$ cat src/rtl/regfile_write_scheduler.sv
// Arbitrates the single register-file write port between ALU (A) and load (B)
// writeback, with an anti-starvation age counter for B and a pending-write scoreboard.
module regfile_write_scheduler #(
  parameter int DATA_WIDTH = 32,
  parameter int ADDR_WIDTH = 5,
  parameter int AGE_LIMIT  = 3
) (
  input  logic                          clock,
  input  logic                          reset_n,
  input  logic                          issue_valid,
  input  logic [ADDR_WIDTH-1:0]         issue_rd,
  input  logic                          req_a_valid,
  input  logic [ADDR_WIDTH-1:0]         req_a_address,
  input  logic [DATA_WIDTH-1:0]         req_a_data,
  output logic                          req_a_ready,
  input  logic                          req_b_valid,
  input  logic [ADDR_WIDTH-1:0]         req_b_address,
  input  logic [DATA_WIDTH-1:0]         req_b_data,
  output logic                          req_b_ready,
  output logic                          rf_write_enable,
  output logic [ADDR_WIDTH-1:0]         rf_write_address,
  output logic [DATA_WIDTH-1:0]         rf_write_data,
  input  logic [ADDR_WIDTH-1:0]         check_address_1,
  input  logic [ADDR_WIDTH-1:0]         check_address_2,
  output logic                          check_busy_1,
  output logic                          check_busy_2,
  output logic [(2**ADDR_WIDTH)-1:0]    busy_vector,
  output logic                          sb_error
);

  localparam int NUM_REGS = 2**ADDR_WIDTH;
  localparam int AGE_W    = $clog2(AGE_LIMIT + 1);
  localparam logic [AGE_W-1:0] AGE_MAX = AGE_W'(AGE_LIMIT);

  logic [AGE_W-1:0]      age_q, age_d;
  logic [NUM_REGS-1:0]   busy_q, busy_d;
  logic                  sb_error_q, sb_error_d;
  logic                  rf_we_q, rf_we_d;
  logic [ADDR_WIDTH-1:0] rf_addr_q, rf_addr_d;
  logic [DATA_WIDTH-1:0] rf_data_q, rf_data_d;

  logic                  b_aged;
  logic                  xfer_a, xfer_b;
  logic [ADDR_WIDTH-1:0] grant_addr;
  logic [DATA_WIDTH-1:0] grant_data;
  logic                  write_hit;

  // B wins a conflict only once it has been stalled AGE_LIMIT cycles in a row.
  assign b_aged      = (age_q == AGE_MAX);
  assign req_a_ready = req_a_valid & (~req_b_valid | ~b_aged);
  assign req_b_ready = req_b_valid & (~req_a_valid | b_aged);
  assign xfer_a      = req_a_valid & req_a_ready;
  assign xfer_b      = req_b_valid & req_b_ready;
  assign grant_addr  = xfer_b ? req_b_address : req_a_address;
  assign grant_data  = xfer_b ? req_b_data    : req_a_data;
  // Transfers to x0 are accepted but behave as no-ops everywhere downstream.
  assign write_hit   = (xfer_a | xfer_b) && (grant_addr != '0);

  always_comb begin
    // NOTE: every variable gets a default first so no path through the block infers a latch.
    age_d      = age_q;
    busy_d     = busy_q;
    sb_error_d = sb_error_q;
    rf_we_d    = 1'b0;
    rf_addr_d  = rf_addr_q;
    rf_data_d  = rf_data_q;

    if (!req_b_valid || xfer_b) begin
      age_d = '0;
    end else if (age_q != AGE_MAX) begin
      age_d = age_q + AGE_W'(1);
    end

    if (write_hit) begin
      rf_we_d   = 1'b1;
      rf_addr_d = grant_addr;
      rf_data_d = grant_data;
      busy_d[grant_addr] = 1'b0;
      if (!busy_q[grant_addr]) begin
        sb_error_d = 1'b1;
      end
    end

    // Applied after the clear so a same-cycle issue to the same register keeps it busy.
    if (issue_valid && (issue_rd != '0)) begin
      busy_d[issue_rd] = 1'b1;
    end
    busy_d[0] = 1'b0;
  end

  // NOTE: the scoreboard is a flop vector, not a RAM, so it is reset like any other state.
  always_ff @(posedge clock or negedge reset_n) begin
    if (!reset_n) begin
      age_q      <= '0;
      busy_q     <= '0;
      sb_error_q <= 1'b0;
      rf_we_q    <= 1'b0;
      rf_addr_q  <= '0;
      rf_data_q  <= '0;
    end else begin
      // NOTE: non-blocking assignments so all flops update from pre-edge values.
      age_q      <= age_d;
      busy_q     <= busy_d;
      sb_error_q <= sb_error_d;
      rf_we_q    <= rf_we_d;
      rf_addr_q  <= rf_addr_d;
      rf_data_q  <= rf_data_d;
    end
  end

  assign rf_write_enable  = rf_we_q;
  assign rf_write_address = rf_addr_q;
  assign rf_write_data    = rf_data_q;
  assign busy_vector      = busy_q;
  assign sb_error         = sb_error_q;
  assign check_busy_1     = busy_q[check_address_1];
  assign check_busy_2     = busy_q[check_address_2];

endmodule
$ cat config.mk
export PLATFORM = sky130hd
export DESIGN_NAME = regfile_write_scheduler
export DESIGN_NICKNAME = d
export VERILOG_FILES = /design/src/rtl/regfile_write_scheduler.sv
export SDC_FILE = /design/constraint.sdc
export NUM_CORES = 1
export LEC_CHECK = 0
export ABC_AREA = 1
export CAP_MARGIN = 0
export CORE_MARGIN = 5
export CORE_UTILIZATION = 35
export DETAILED_ROUTE_END_ITERATION = 6
export PLACE_DENSITY_LB_ADDON = 0.3
export SLEW_MARGIN = 25
export SYNTH_ARGS = -nofsm -noshare
export SYNTH_HDL_FRONTEND = slang
export SYNTH_SLANG_ARGS = --single-unit
$ cat constraint.sdc
create_clock -name clock -period 6 [get_ports clock]
set_clock_uncertainty 0.2 [all_clocks]
set_input_delay 1.8 -clock clock [delete_from_list [all_inputs] [get_ports clock]]
set_output_delay 1.8 -clock clock [all_outputs]
set_load 0.005 [all_outputs]
# [Word level (Yosys, flattened, before mapping)]
# Index checks and enable logic that the tools add are counted.
# W data, S select, Z words.
[totals] out_inout_bits=75 register_bits=72 inputBits=94
[op_classes] add_sub_neg=1 reduce_logical=10 n_bitwise=14 mux=17 n_lt_le_gt_ge=6 n_eq_ne=2
[op_table] operator="$mux W32" count=3
[op_table] operator="$and A32 B32 Y32" count=1
[op_table] operator="$not A32 Y32" count=1
[op_table] operator="$or A32 B32 Y32" count=1
[op_table] operator="$lt A5 B6 Y1 const B" count=4
[op_table] operator="$bmux W1 S5" count=3
[op_table] operator="$demux W1 S5" count=2
[op_table] operator="$ge A5 B1 Y1 const B" count=2
[op_table] operator="$reduce_bool A5 Y1" count=2
[op_table] operator="$mux W1" count=6
[op_table] operator="$mux W5" count=1
[op_table] operator="$and A1 B1 Y1" count=4
[op_table] operator="$logic_and A1 B1 Y1" count=4
[op_table] operator="$mux W2" count=2
[op_table] operator="$not A1 Y1" count=4
[op_table] operator="$or A1 B1 Y1" count=3
[op_table] operator="$add A2 B1 Y2 const B" count=1
[op_table] operator="$eq A2 B2 Y1 const B" count=1
[op_table] operator="$ne A2 B2 Y1 const B" count=1
[op_table] operator="$reduce_and A2 Y1" count=1
[op_table] operator="$reduce_bool A2 Y1" count=1
[op_table] operator="$logic_not A1 Y1" count=1
[op_table] operator="$logic_or A1 B1 Y1" count=1

# [Longest topological paths before layout]
# Gate-level depths: netlist of the first run.
[depth] word_depth=14 ltp_mapped=17 mapped_depth_nobuf=15

# [Worst setup path before layout of the first run]
# OpenSTA, ideal clock, no wires.
[synth_timing] kind="input port to output port" from="input port check_address_1[0]" to="output port check_busy_1" setup_slack_ps=1133 required_time_ps=4000 t_arrival_ps=2867 cell_stages=8 path_buffers=2 path_cell_list="clkbuf_1 -> inv_1 -> clkbuf_1 -> o21ai_0 -> o22ai_1 -> o21ai_0 -> nand2_1 -> o21a_1"
[synth_between] elab_chain_len=2
[synth_lines] item="start, declared" line_no="23" text="input logic [ADDR_WIDTH-1:0] check_address_1,"
[synth_lines] item="$bmux W1 S5" line_no="116" text="assign check_busy_1 = busy_q[check_address_1];"
[synth_lines] item="$mux W1 (not written as such)" line_no="116"
[synth_lines] item="end, declared" line_no="25" text="output logic check_busy_1,"
# Every way passes these cells. The select of a mux whose other input is x is not followed.

# [Final worst setup path of the first run]
[layout_timing] from="input port check_address_2[1]" to="output port check_busy_2"
[layout_between] elab_chain_len=2
[layout_lines] item="start, declared" line_no="24" text="input logic [ADDR_WIDTH-1:0] check_address_2,"
[layout_lines] item="$bmux W1 S5" line_no="117" text="assign check_busy_2 = busy_q[check_address_2];"
[layout_lines] item="$mux W1 (not written as such)" line_no="117"
[layout_lines] item="end, declared" line_no="26" text="output logic check_busy_2,"
# Every way passes these cells. The select of a mux whose other input is x is not followed.

==> run summary, run 1 <==
reg2reg setup slack: 2.83 ns
post-synthesis adder-cell area fraction: 0.2939%
leading area contributor after synthesis: dfrtp_1
worst hold path stage count: 1
Worst Hold Launch: age_q[0]
worst-skew pair later-pin latency: 0.32 ns
first-pass GRT wire length: 24780 um
leakage: 2.807 nW
Compound-Gate Fraction of Synth Area: 19.84%
Seq/Total Area, Yosys: 42.32%
Combinational Power Share: 29.3%
Vias/cell: 5.264
Simple-Gate Fraction of Synth Area: 29.94%
endpoints failing hold: 0
Max Cap Violations: 0
drt total wl: 15550 um
internal cell power: 1.247 mW
critical path data arrival time: 3.75 ns
Nets: 862
gr usage total: 21.39%
post-route ant nets: 0
CTS clk-pin slew, worst paths: 0.06 ns
EDFF count, synth: 0
crit start category: input pin
Slew @ Worst Pin: 0.6455 ns
leading post-synthesis cells by cell area: dfrtp_1 (42%), nand2_1 (17%), o21ai_0 (11%)
Setup Buffers After CTS: 0
Site Rows: 40
CTS tree: built
Mapped Cells: 607
Sink Count: 72
Register Area: 1802 um^2
Synth cell types: 31
Clk pwr share: 31.9%
root buf cell: clkbuf_16
Post-DP HPWL: 12090 um
CTS H-tree depth: 3
fraction of layout cells with a size suffix above 1: 4.793%
area of the multi-input gates: 2136 um^2
Starting Density: 35.60%
Yosys warning count: 0
switching share of power: 31.76%
mux cell area share after synthesis: 0%
post-route setup TNS: 0 ns
Critical Path Start: check_address_2[1]
Num CTS Buffers: 9
Seq cells post-synth: 72
Reg power frac: 38.8%
# IOs: 169
syn_nets: 702
Area growth syn-to-layout: 48.69%
asr flop ratio synth: 100.0%
fmax: 0.1739 GHz
final worst path period share: 95.84%
DR pass1 iterations: 7
Pwr Density: 288.7 nW/um^2
Chip Width: 120.3 um
RSZ-0062 raised after global routing: no
P_sw: 0.5805 mW
largest net degree at the start of global routing: 55
Max rail drop VDD: 0.0001567 V
Yosys top cell area share: 42.32%
reg2reg start: age_q[0]
Max clock buf depth: 2
CP endpoint kind: output pin
vias post-DR: 4838
GP Congestion: 0.9435
top_reg_cell synth: dfrtp_1
Commonest cells post-synth: nand2_1 (194), o21ai_0 (91), dfrtp_1 (72), nor2_1 (72), inv_1 (41)
drc violations: 0
main combinational cell family by area after synthesis: simple AND/OR/NAND/NOR gates
number of global-route vias before repair: 4912
# diodes: 0
worst hold path endpoint: age_q[0]
DR iter-0 viols: 357
wire per inst: 16.92 um
Final Slew Violations: 0
Final Critical Period: 5.751 ns
Hold/Removal Path Class: reg2reg
core area: 11960 um^2
Port Buf Inserts: 167
Design Power: 1.828 mW
Final Setup Violations: 0
initial antenna violation count: 0
DIE HEIGHT: 120.3 um
worst path required time: 4.00 ns
XOR/XNOR Fraction of Synth Area: 0%
Fill cells: 1147
status: finished, final reports clean
GRT Residual Overflow: 0
Synth Cell Area: 4258 um^2
Avg Inst Size Synth: 7.015 um^2
Post-CTS Resized: 0
most common cell in the netlist: nand2_1
FF-to-FF End: rf_write_data[22]
worst-path fanout max: 9
Setup Crit Path Kind: in2out
Slew HR: 56.97%
R2R cell count: 13
die area: 14470 um^2
Post-CTS Hold Fix Bufs: 0
cell type report:
type / instances / share of cell area, %
timing repair buffer: 174 / 27.15
tap: 147 / 2.905
inverter: 43 / 2.549
multi-input combinational: 467 / 33.74
clock inverter: 5 / 1.364
clock buffer: 11 / 3.834
sequential: 72 / 28.46
worst max-delay path: stages:
cell and delay [ns]:
clkdlybuf4s50_1 0.55, inv_1 0.27, o21ai_0 0.15, o221ai_1 0.16
nand3_1 0.10, nand3_1 0.10, o21a_1 0.12, clkdlybuf4s50_1 0.50
metal layers:
layer | routed length [um] | part of all wire (%) | global-route usage [%] | up-vias
met3 | 1333 | 8.6 | 5.613 | 40
met2 | 7493 | 48 | 36.67 | 222
met5 | 0 | 0 | 0 | -
li1 | - | - | - | 2338
met1 | 6228 | 40 | 25.69 | 2238
met4 | 498 | 3.2 | 8.286 | 0
cell usage in the layout, fill, tap and decap left out:
cell             netlist  final
bufinv_16              0      2
nor2_1                72     72
o221ai_1               4      4
nor3b_1                1      1
nand2_1              194    194
nor2_4                 2      2
nand3_2                1      1
nand4_1                1      1
a21oi_1               10     10
nor2_2                 2      2
nand3b_1               2      2
inv_2                  2      2
inv_6                  0      3
nand2_2                5      5
nand3_1               30     30
buf_2                  4      1
buf_4                  2      7
clkbuf_8               0      1
ha_1                   1      1
conb_1                 1      1
o31ai_1                2      2
nor3_1                 2      2
o211ai_1               4      4
dfrtp_1               72     72
o22ai_1                4      4
a31oi_1               32     32
clkbuf_16              0      9
inv_1                 41     41
o21ai_2                1      1
o21ai_1                2      2
clkdlybuf4s50_1        0    166
o21a_1                 2      2
clkbuf_1              12      1
o21ai_0               91     91
nand2_4                1      1
power groups by stage:
stage	logic, mW	clock network (mW)	registers [mW]
floorplan	0.218	0	0.659
global placement	0.527	0	0.716
detailed placement	0.536	0	0.716
CTS	0.540	0.593	0.707
global route	0.594	0.612	0.718
finish	0.536	0.583	0.709
sequential cells by signal, indices dropped and copies added, names as in the netlist:
signal / cells
sb_error: 1
age_q: 2
rf_write_enable: 1
rf_write_address: 5
busy_vector: 31
rf_write_data: 32
per-stage QoR:
stage	hold slack (ns)	area, um^2	std cells	utilization (%)	worst slack [ns]
final	0.2465	6331	919	52.93	0.2493
after global routing	0.2760	6331	919	52.93	0.06662
after CTS	0.2467	6331	919	52.93	0.2879
after detailed placement	0.2375	6002	903	50.18	0.2932
after global placement	0.2280	6002	903	50.18	0.3489
after floorplan	0.2150	4258	607	-	1.133
kinds of logic (layout without fill, tap and decap cells):
family	Yosys count	count (layout)
AO/OA/AOI/OAI	152	152
AND/OR/NAND/NOR	313	313
flip-flops	72	72
adder cells (fa/ha/maj)	1	1
other	1	1
buffers and inverters	68	233
how the worst max path moves through the flow:
stage	to	slack, ns
finish	check_busy_2	0.25
global route	check_busy_1	0.07
CTS	check_busy_2	0.29
detailed placement	check_busy_2	0.29
global placement	check_busy_2	0.35
floorplan	check_busy_1	1.13
Power figures use the tool's default switching activity.
==> run 2: changes to the inputs <==
--- a/config.mk
+++ b/config.mk
@@ -7,10 +7,13 @@
 export LEC_CHECK = 0
 export ABC_AREA = 1
 export CAP_MARGIN = 0
+export CELL_PAD_IN_SITES_DETAIL_PLACEMENT = 1
+export CELL_PAD_IN_SITES_GLOBAL_PLACEMENT = 2
 export CORE_MARGIN = 5
-export CORE_UTILIZATION = 35
+export CORE_UTILIZATION = 25
 export DETAILED_ROUTE_END_ITERATION = 6
 export PLACE_DENSITY_LB_ADDON = 0.3
+export SKIP_LAST_GASP = 1
 export SLEW_MARGIN = 25
 export SYNTH_ARGS = -nofsm -noshare
 export SYNTH_HDL_FRONTEND = slang
==> run summary, run 2 (synthesized netlist as in run 1, its figures left out) <==
final hold slack: 0.2445 ns (-0.001974 ns)
core area: 16640 um^2 (+39%)
Vias/cell: 4.914 (-6.7%)
Chip Width: 140.5 um (+17%)
most frequent cells in the layout: nand2_1 (194), clkdlybuf4s50_1 (166), o21ai_0 (91), nor2_1 (72), dfrtp_1 (72)
vias post-DR: 4875 (+0.76%)
# diodes: 0 (unchanged)
GRT Residual Overflow: 0 (unchanged)
CTS tree: built
Hold/Removal Path Class: reg2reg
die area: 19740 um^2 (+36%)
DIE HEIGHT: 140.5 um (+17%)
status: finished, final reports clean
GP Congestion: 0.8476 (-10%)
drc violations: 0 (unchanged)
max reg flops: 32 (unchanged)
Slew @ Worst Pin: 0.8392 ns (+0.1937 ns)
final worst path period share: 96.48% (+0.64 points)
CTS clk-pin slew, worst paths: 0.06 ns (about the same)
Place WS: 0.2228 ns (-0.07039 ns)
# IOs: 169 (unchanged)
Num CTS Buffers: 9 (unchanged)
Starting Density: 25.58% (-10 points)
Final Setup Violations: 0 (unchanged)
worst-path fanout max: 9 (unchanged)
first-pass GRT wire length: 28610 um (+15%)
worst-skew pair later-pin latency: 0.34 ns (+0.02 ns)
Final Slew Violations: 0 (unchanged)
Max clock buf depth: 2 (unchanged)
Post-CTS Resized: 0 (unchanged)
CTS H-tree depth: 3 (unchanged)
Worst Hold Launch: age_q[0]
reg2reg setup slack: 2.57 ns (-0.26 ns)
DR pass1 iterations: 4 (-3)
reg2reg start: age_q[0]
Post-DP HPWL: 14310 um (+18%)
setup ws final: 0.2112 ns (-0.03812 ns)
drt total wl: 17800 um (+14%)
Pwr Density: 285.0 nW/um^2 (-1.3%)
Port Buf Inserts: 167 (unchanged)
Final Critical Period: 5.789 ns (+0.03812 ns)
Inst Count DP: 976 (+8.1%)
FF-to-FF End: rf_write_address[0]
cell area after layout: 6409 um^2 (+1.2%)
post-placement cell area: 6093 um^2 (+1.5%)
Site Rows: 47 (+18%)
gr usage total: 18.16% (-3.2 points)
CP endpoint kind: output pin
worst path required time: 4.00 ns (about the same)
Area growth syn-to-layout: 50.51%
endpoints failing hold: 0 (unchanged)
fin cells: 992 (+7.9%)
Setup Buffers After CTS: 0 (unchanged)
leakage: 2.800 nW (-0.26%)
worst hold path stage count: 1 (unchanged)
Setup Crit Path Kind: in2out
Sink Count: 72 (unchanged)
Max rail drop VDD: 0.0001425 V (-9.1%)
root buf cell: clkbuf_16
critical path data arrival time: 3.79 ns (+0.04 ns)
post-route setup TNS: 0 ns (unchanged)
initial antenna violation count: 0 (unchanged)
Nets: 862 (unchanged)
Post-CTS Hold Fix Bufs: 0 (unchanged)
post-route ant nets: 0 (unchanged)
Slew HR: 44.05% (-13 points)
number of global-route vias before repair: 5233 (+6.5%)
Design Power: 1.826 mW (about the same)
largest net degree at the start of global routing: 48 (-13%)
R2R cell count: 14 (+1)
crit start category: input pin
most common cell after layout, fill and taps aside: nand2_1
fmax: 0.1727 GHz (-0.66%)
DR iter-0 viols: 170 (-52%)
fraction of layout cells with a size suffix above 1: 4.534% (-0.26 points)
RSZ-0062 raised after global routing: no
Max Cap Violations: 0 (unchanged)
worst hold path endpoint: age_q[0]
final core occ: 38.51% (-14 points)
wire per inst: 17.95 um (+6.0%)
-- run 2: cell types whose count changed in the layout (fill, tap and decap cells not counted) --
cell      delta
clkbuf_1     +2
inv_6        -3
clkinv_2     +1
-- run 2: worst max-delay path by stage --
stage / start / to / slack [ns] / cells past startpoint
finish: check_address_1[1] / check_busy_1 / 0.21 / 8
global route: check_address_1[0] / check_busy_1 / 0.07 / 10
CTS: check_address_1[1] / check_busy_1 / 0.22 / 8
detailed placement: check_address_1[1] / check_busy_1 / 0.22 / 8
global placement: check_address_1[0] / check_busy_1 / 0.29 / 10
floorplan: check_address_1[0] / check_busy_1 / 1.13 / 8
-- run 2: final cells by class --
cell class | instances | area, um^2
clock buffer | 13 | 250.2
clock inverter | 3 | 65.06
fill | 2024 | 10230
inverter | 43 | 161.4
multi-input combinational | 467 | 2136
sequential | 72 | 1802
tap | 220 | 275.3
timing repair buffer | 174 | 1719
-- run 2: critical path, cell delays in order --
cell and delay (ns):
clkdlybuf4s50_1 0.54, inv_1 0.28, o21ai_0 0.16, o221ai_1 0.18, nand3_1 0.10, nand3_1 0.09
o21a_1 0.13, clkdlybuf4s50_1 0.51
-- run 2: layer usage --
metal	vias up	part of all wire, %	global-route usage [%]
li1	2327	-	-
met3	25	6.3	4.601
met4	0	1.8	5.609
met1	2382	43	22.59
met2	141	49	30.92
met5	-	0	0
-- run 2: power breakdown --
part / internal, mW / switching [mW]
clock: 0.375 / 0.202
sequential: 0.573 / 0.131
combinational: 0.295 / 0.250
==> run 3: changes to the inputs <==
--- a/config.mk
+++ b/config.mk
@@ -9,8 +9,9 @@
 export CAP_MARGIN = 0
 export CELL_PAD_IN_SITES_DETAIL_PLACEMENT = 1
 export CELL_PAD_IN_SITES_GLOBAL_PLACEMENT = 2
-export CORE_MARGIN = 5
+export CORE_MARGIN = 2
 export CORE_UTILIZATION = 25
+export CTS_CLUSTER_SIZE = 30
 export DETAILED_ROUTE_END_ITERATION = 6
 export PLACE_DENSITY_LB_ADDON = 0.3
 export SKIP_LAST_GASP = 1
==> run summary, run 3 (synthesized netlist as in run 1, its figures left out) <==
# diodes: 0 (unchanged)
CP endpoint kind: output pin
DR iter-0 viols: 238 (+40%)
# IOs: 169 (unchanged)
GP Congestion: 0.9019 (+6.4%)
Worst Hold Launch: age_q[0]
Post-CTS Hold Fix Bufs: 0 (unchanged)
post-route setup TNS: 0 ns (unchanged)
Setup Buffers After CTS: 0 (unchanged)
worst-skew pair later-pin latency: 0.34 ns (about the same)
Post-CTS Resized: 0 (unchanged)
Chip Width: 134.5 um (-4.3%)
fraction of layout cells with a size suffix above 1: 4.793% (+0.26 points)
core area: 16640 um^2 (unchanged)
endpoints failing hold: 0 (unchanged)
Pwr Density: 282.8 nW/um^2 (-0.77%)
leakage: 2.793 nW (-0.27%)
Site Rows: 47 (unchanged)
most frequent cells in the layout: nand2_1 (194), clkdlybuf4s50_1 (166), o21ai_0 (91), nor2_1 (72), dfrtp_1 (72)
Post-DP HPWL: 13740 um (-4.0%)
worst-path fanout max: 15 (+6)
area of the multi-input gates: 2136 um^2 (unchanged)
DR pass1 iterations: 4 (unchanged)
post-route ant nets: 0 (unchanged)
Max Cap Violations: 0 (unchanged)
initial antenna violation count: 0 (unchanged)
Starting Density: 25.58% (unchanged)
worst path required time: 4.00 ns (about the same)
Critical Path Start: check_address_1[0]
Final Slew Violations: 0 (unchanged)
most common cell after layout, fill and taps aside: nand2_1
GRT Residual Overflow: 0 (unchanged)
max reg flops: 32 (unchanged)
wire per inst: 18.06 um (+0.62%)
Max clock buf depth: 2 (unchanged)
status: finished, final reports clean
number of global-route vias before repair: 5085 (-2.8%)
Port Buf Inserts: 167 (unchanged)
Area growth syn-to-layout: 50.19%
Max rail drop VDD: 0.0001245 V (-13%)
Nets: 862 (unchanged)
vias post-DR: 4838 (-0.76%)
Fill cells: 2033 (+0.44%)
largest net degree at the start of global routing: 44 (-8.3%)
reg2reg start: age_q[0]
RSZ-0062 raised after global routing: no
CTS tree: built
Sink Count: 72 (unchanged)
crit start category: input pin
Max stage delay cell, worst path: clkdlybuf4s50_1
Hold/Removal Path Class: reg2reg
worst-path cell chain: clkdlybuf4s50_1 -> inv_1 -> nor2_1 -> nor2_1 -> a21oi_1 -> a21oi_1 -> o21ai_0 -> nand3_1 -> o21a_1 -> clkdlybuf4s50_1
critical path data arrival time: 3.73 ns (-0.06 ns)
DIE HEIGHT: 134.5 um (-4.3%)
Slew HR: 49.55% (+5.5 points)
root buf cell: clkbuf_16
Register Area: 1802 um^2 (unchanged)
fmax: 0.1744 GHz (+0.96%)
CTS H-tree depth: 3 (unchanged)
Num CTS Buffers: 9 (unchanged)
Critical Path Max Stage Delay: 0.49 ns (-0.05 ns)
die area: 18090 um^2 (-8.4%)
drt total wl: 17910 um (+0.62%)
CTS clk-pin slew, worst paths: 0.06 ns (about the same)
drc violations: 0 (unchanged)
first-pass GRT wire length: 27830 um (-2.8%)
Setup Crit Path Kind: in2out
final worst path period share: 95.56% (-0.92 points)
Vias/cell: 4.877 (-0.76%)
gr usage total: 20.03% (+1.9 points)
Final Critical Period: 5.734 ns (-0.05490 ns)
Design Power: 1.808 mW (-0.98%)
Final Setup Violations: 0 (unchanged)
Slew @ Worst Pin: 0.7550 ns (-0.08415 ns)
## run 3: cell type report
cell class	count	share of cell area, %
well taps	220	4.304
multi-input cells	467	33.40
inverters	43	2.524
repair buffers	174	26.92
clock buffers	11	3.796
clock inverters	5	0.8805
flip-flops and latches	72	28.17
## run 3: routing by layer
layer  vias up  global-route usage [%]  routed length (um)
met1      2327                   24.43                7643
met4         0                   7.018                 433
met3        29                   5.218                1204
met2       154                   34.24                8631
met5         -                       0                   0
li1       2328                       -                   -
## run 3: worst paths after layout
path                                            end  depth (start not counted)  slack [ns]
worst max register to register  rf_write_address[0]                         14        2.48
worst min-delay path                       age_q[0]                          1        0.25
max in group asynchronous           busy_vector[13]                          2        3.49
worst min register to register             age_q[0]                          1        0.25
worst max-delay path                   check_busy_1                         10        0.27
min in group asynchronous          rf_write_data[6]                          1        1.25
## run 3: critical path: cells and delay by family
kind / cells / cell delay (ns)
buffers and inverters: 3 / 1.27
and+or+nand+nor: 3 / 0.27
AOI/OAI and AO/OA: 4 / 0.39
## run 3: per-stage QoR
stage | area (um^2) | utilization [%] | setup slack, ns | cells | hold WS, ns
after floorplan | 4258 | - | 1.133 | 607 | 0.2150
final | 6395 | 38.43 | 0.2661 | 992 | 0.2483
after global routing | 6395 | 38.43 | 0.05855 | 992 | 0.2932
after global placement | 6093 | 36.61 | 0.3073 | 976 | 0.2275
after CTS | 6392 | 38.41 | 0.2804 | 992 | 0.2493
after detailed placement | 6093 | 36.61 | 0.2972 | 976 | 0.2406
## run 3: where the power goes
| part | switching, mW | total (mW) | leakage (nW) | internal, mW |
|---|---|---|---|---|
| clock network | 0.210 | 0.543 | 0.145 | 0.333 |
| registers | 0.147 | 0.719 | 0.862 | 0.572 |
| logic | 0.251 | 0.546 | 1.79 | 0.295 |
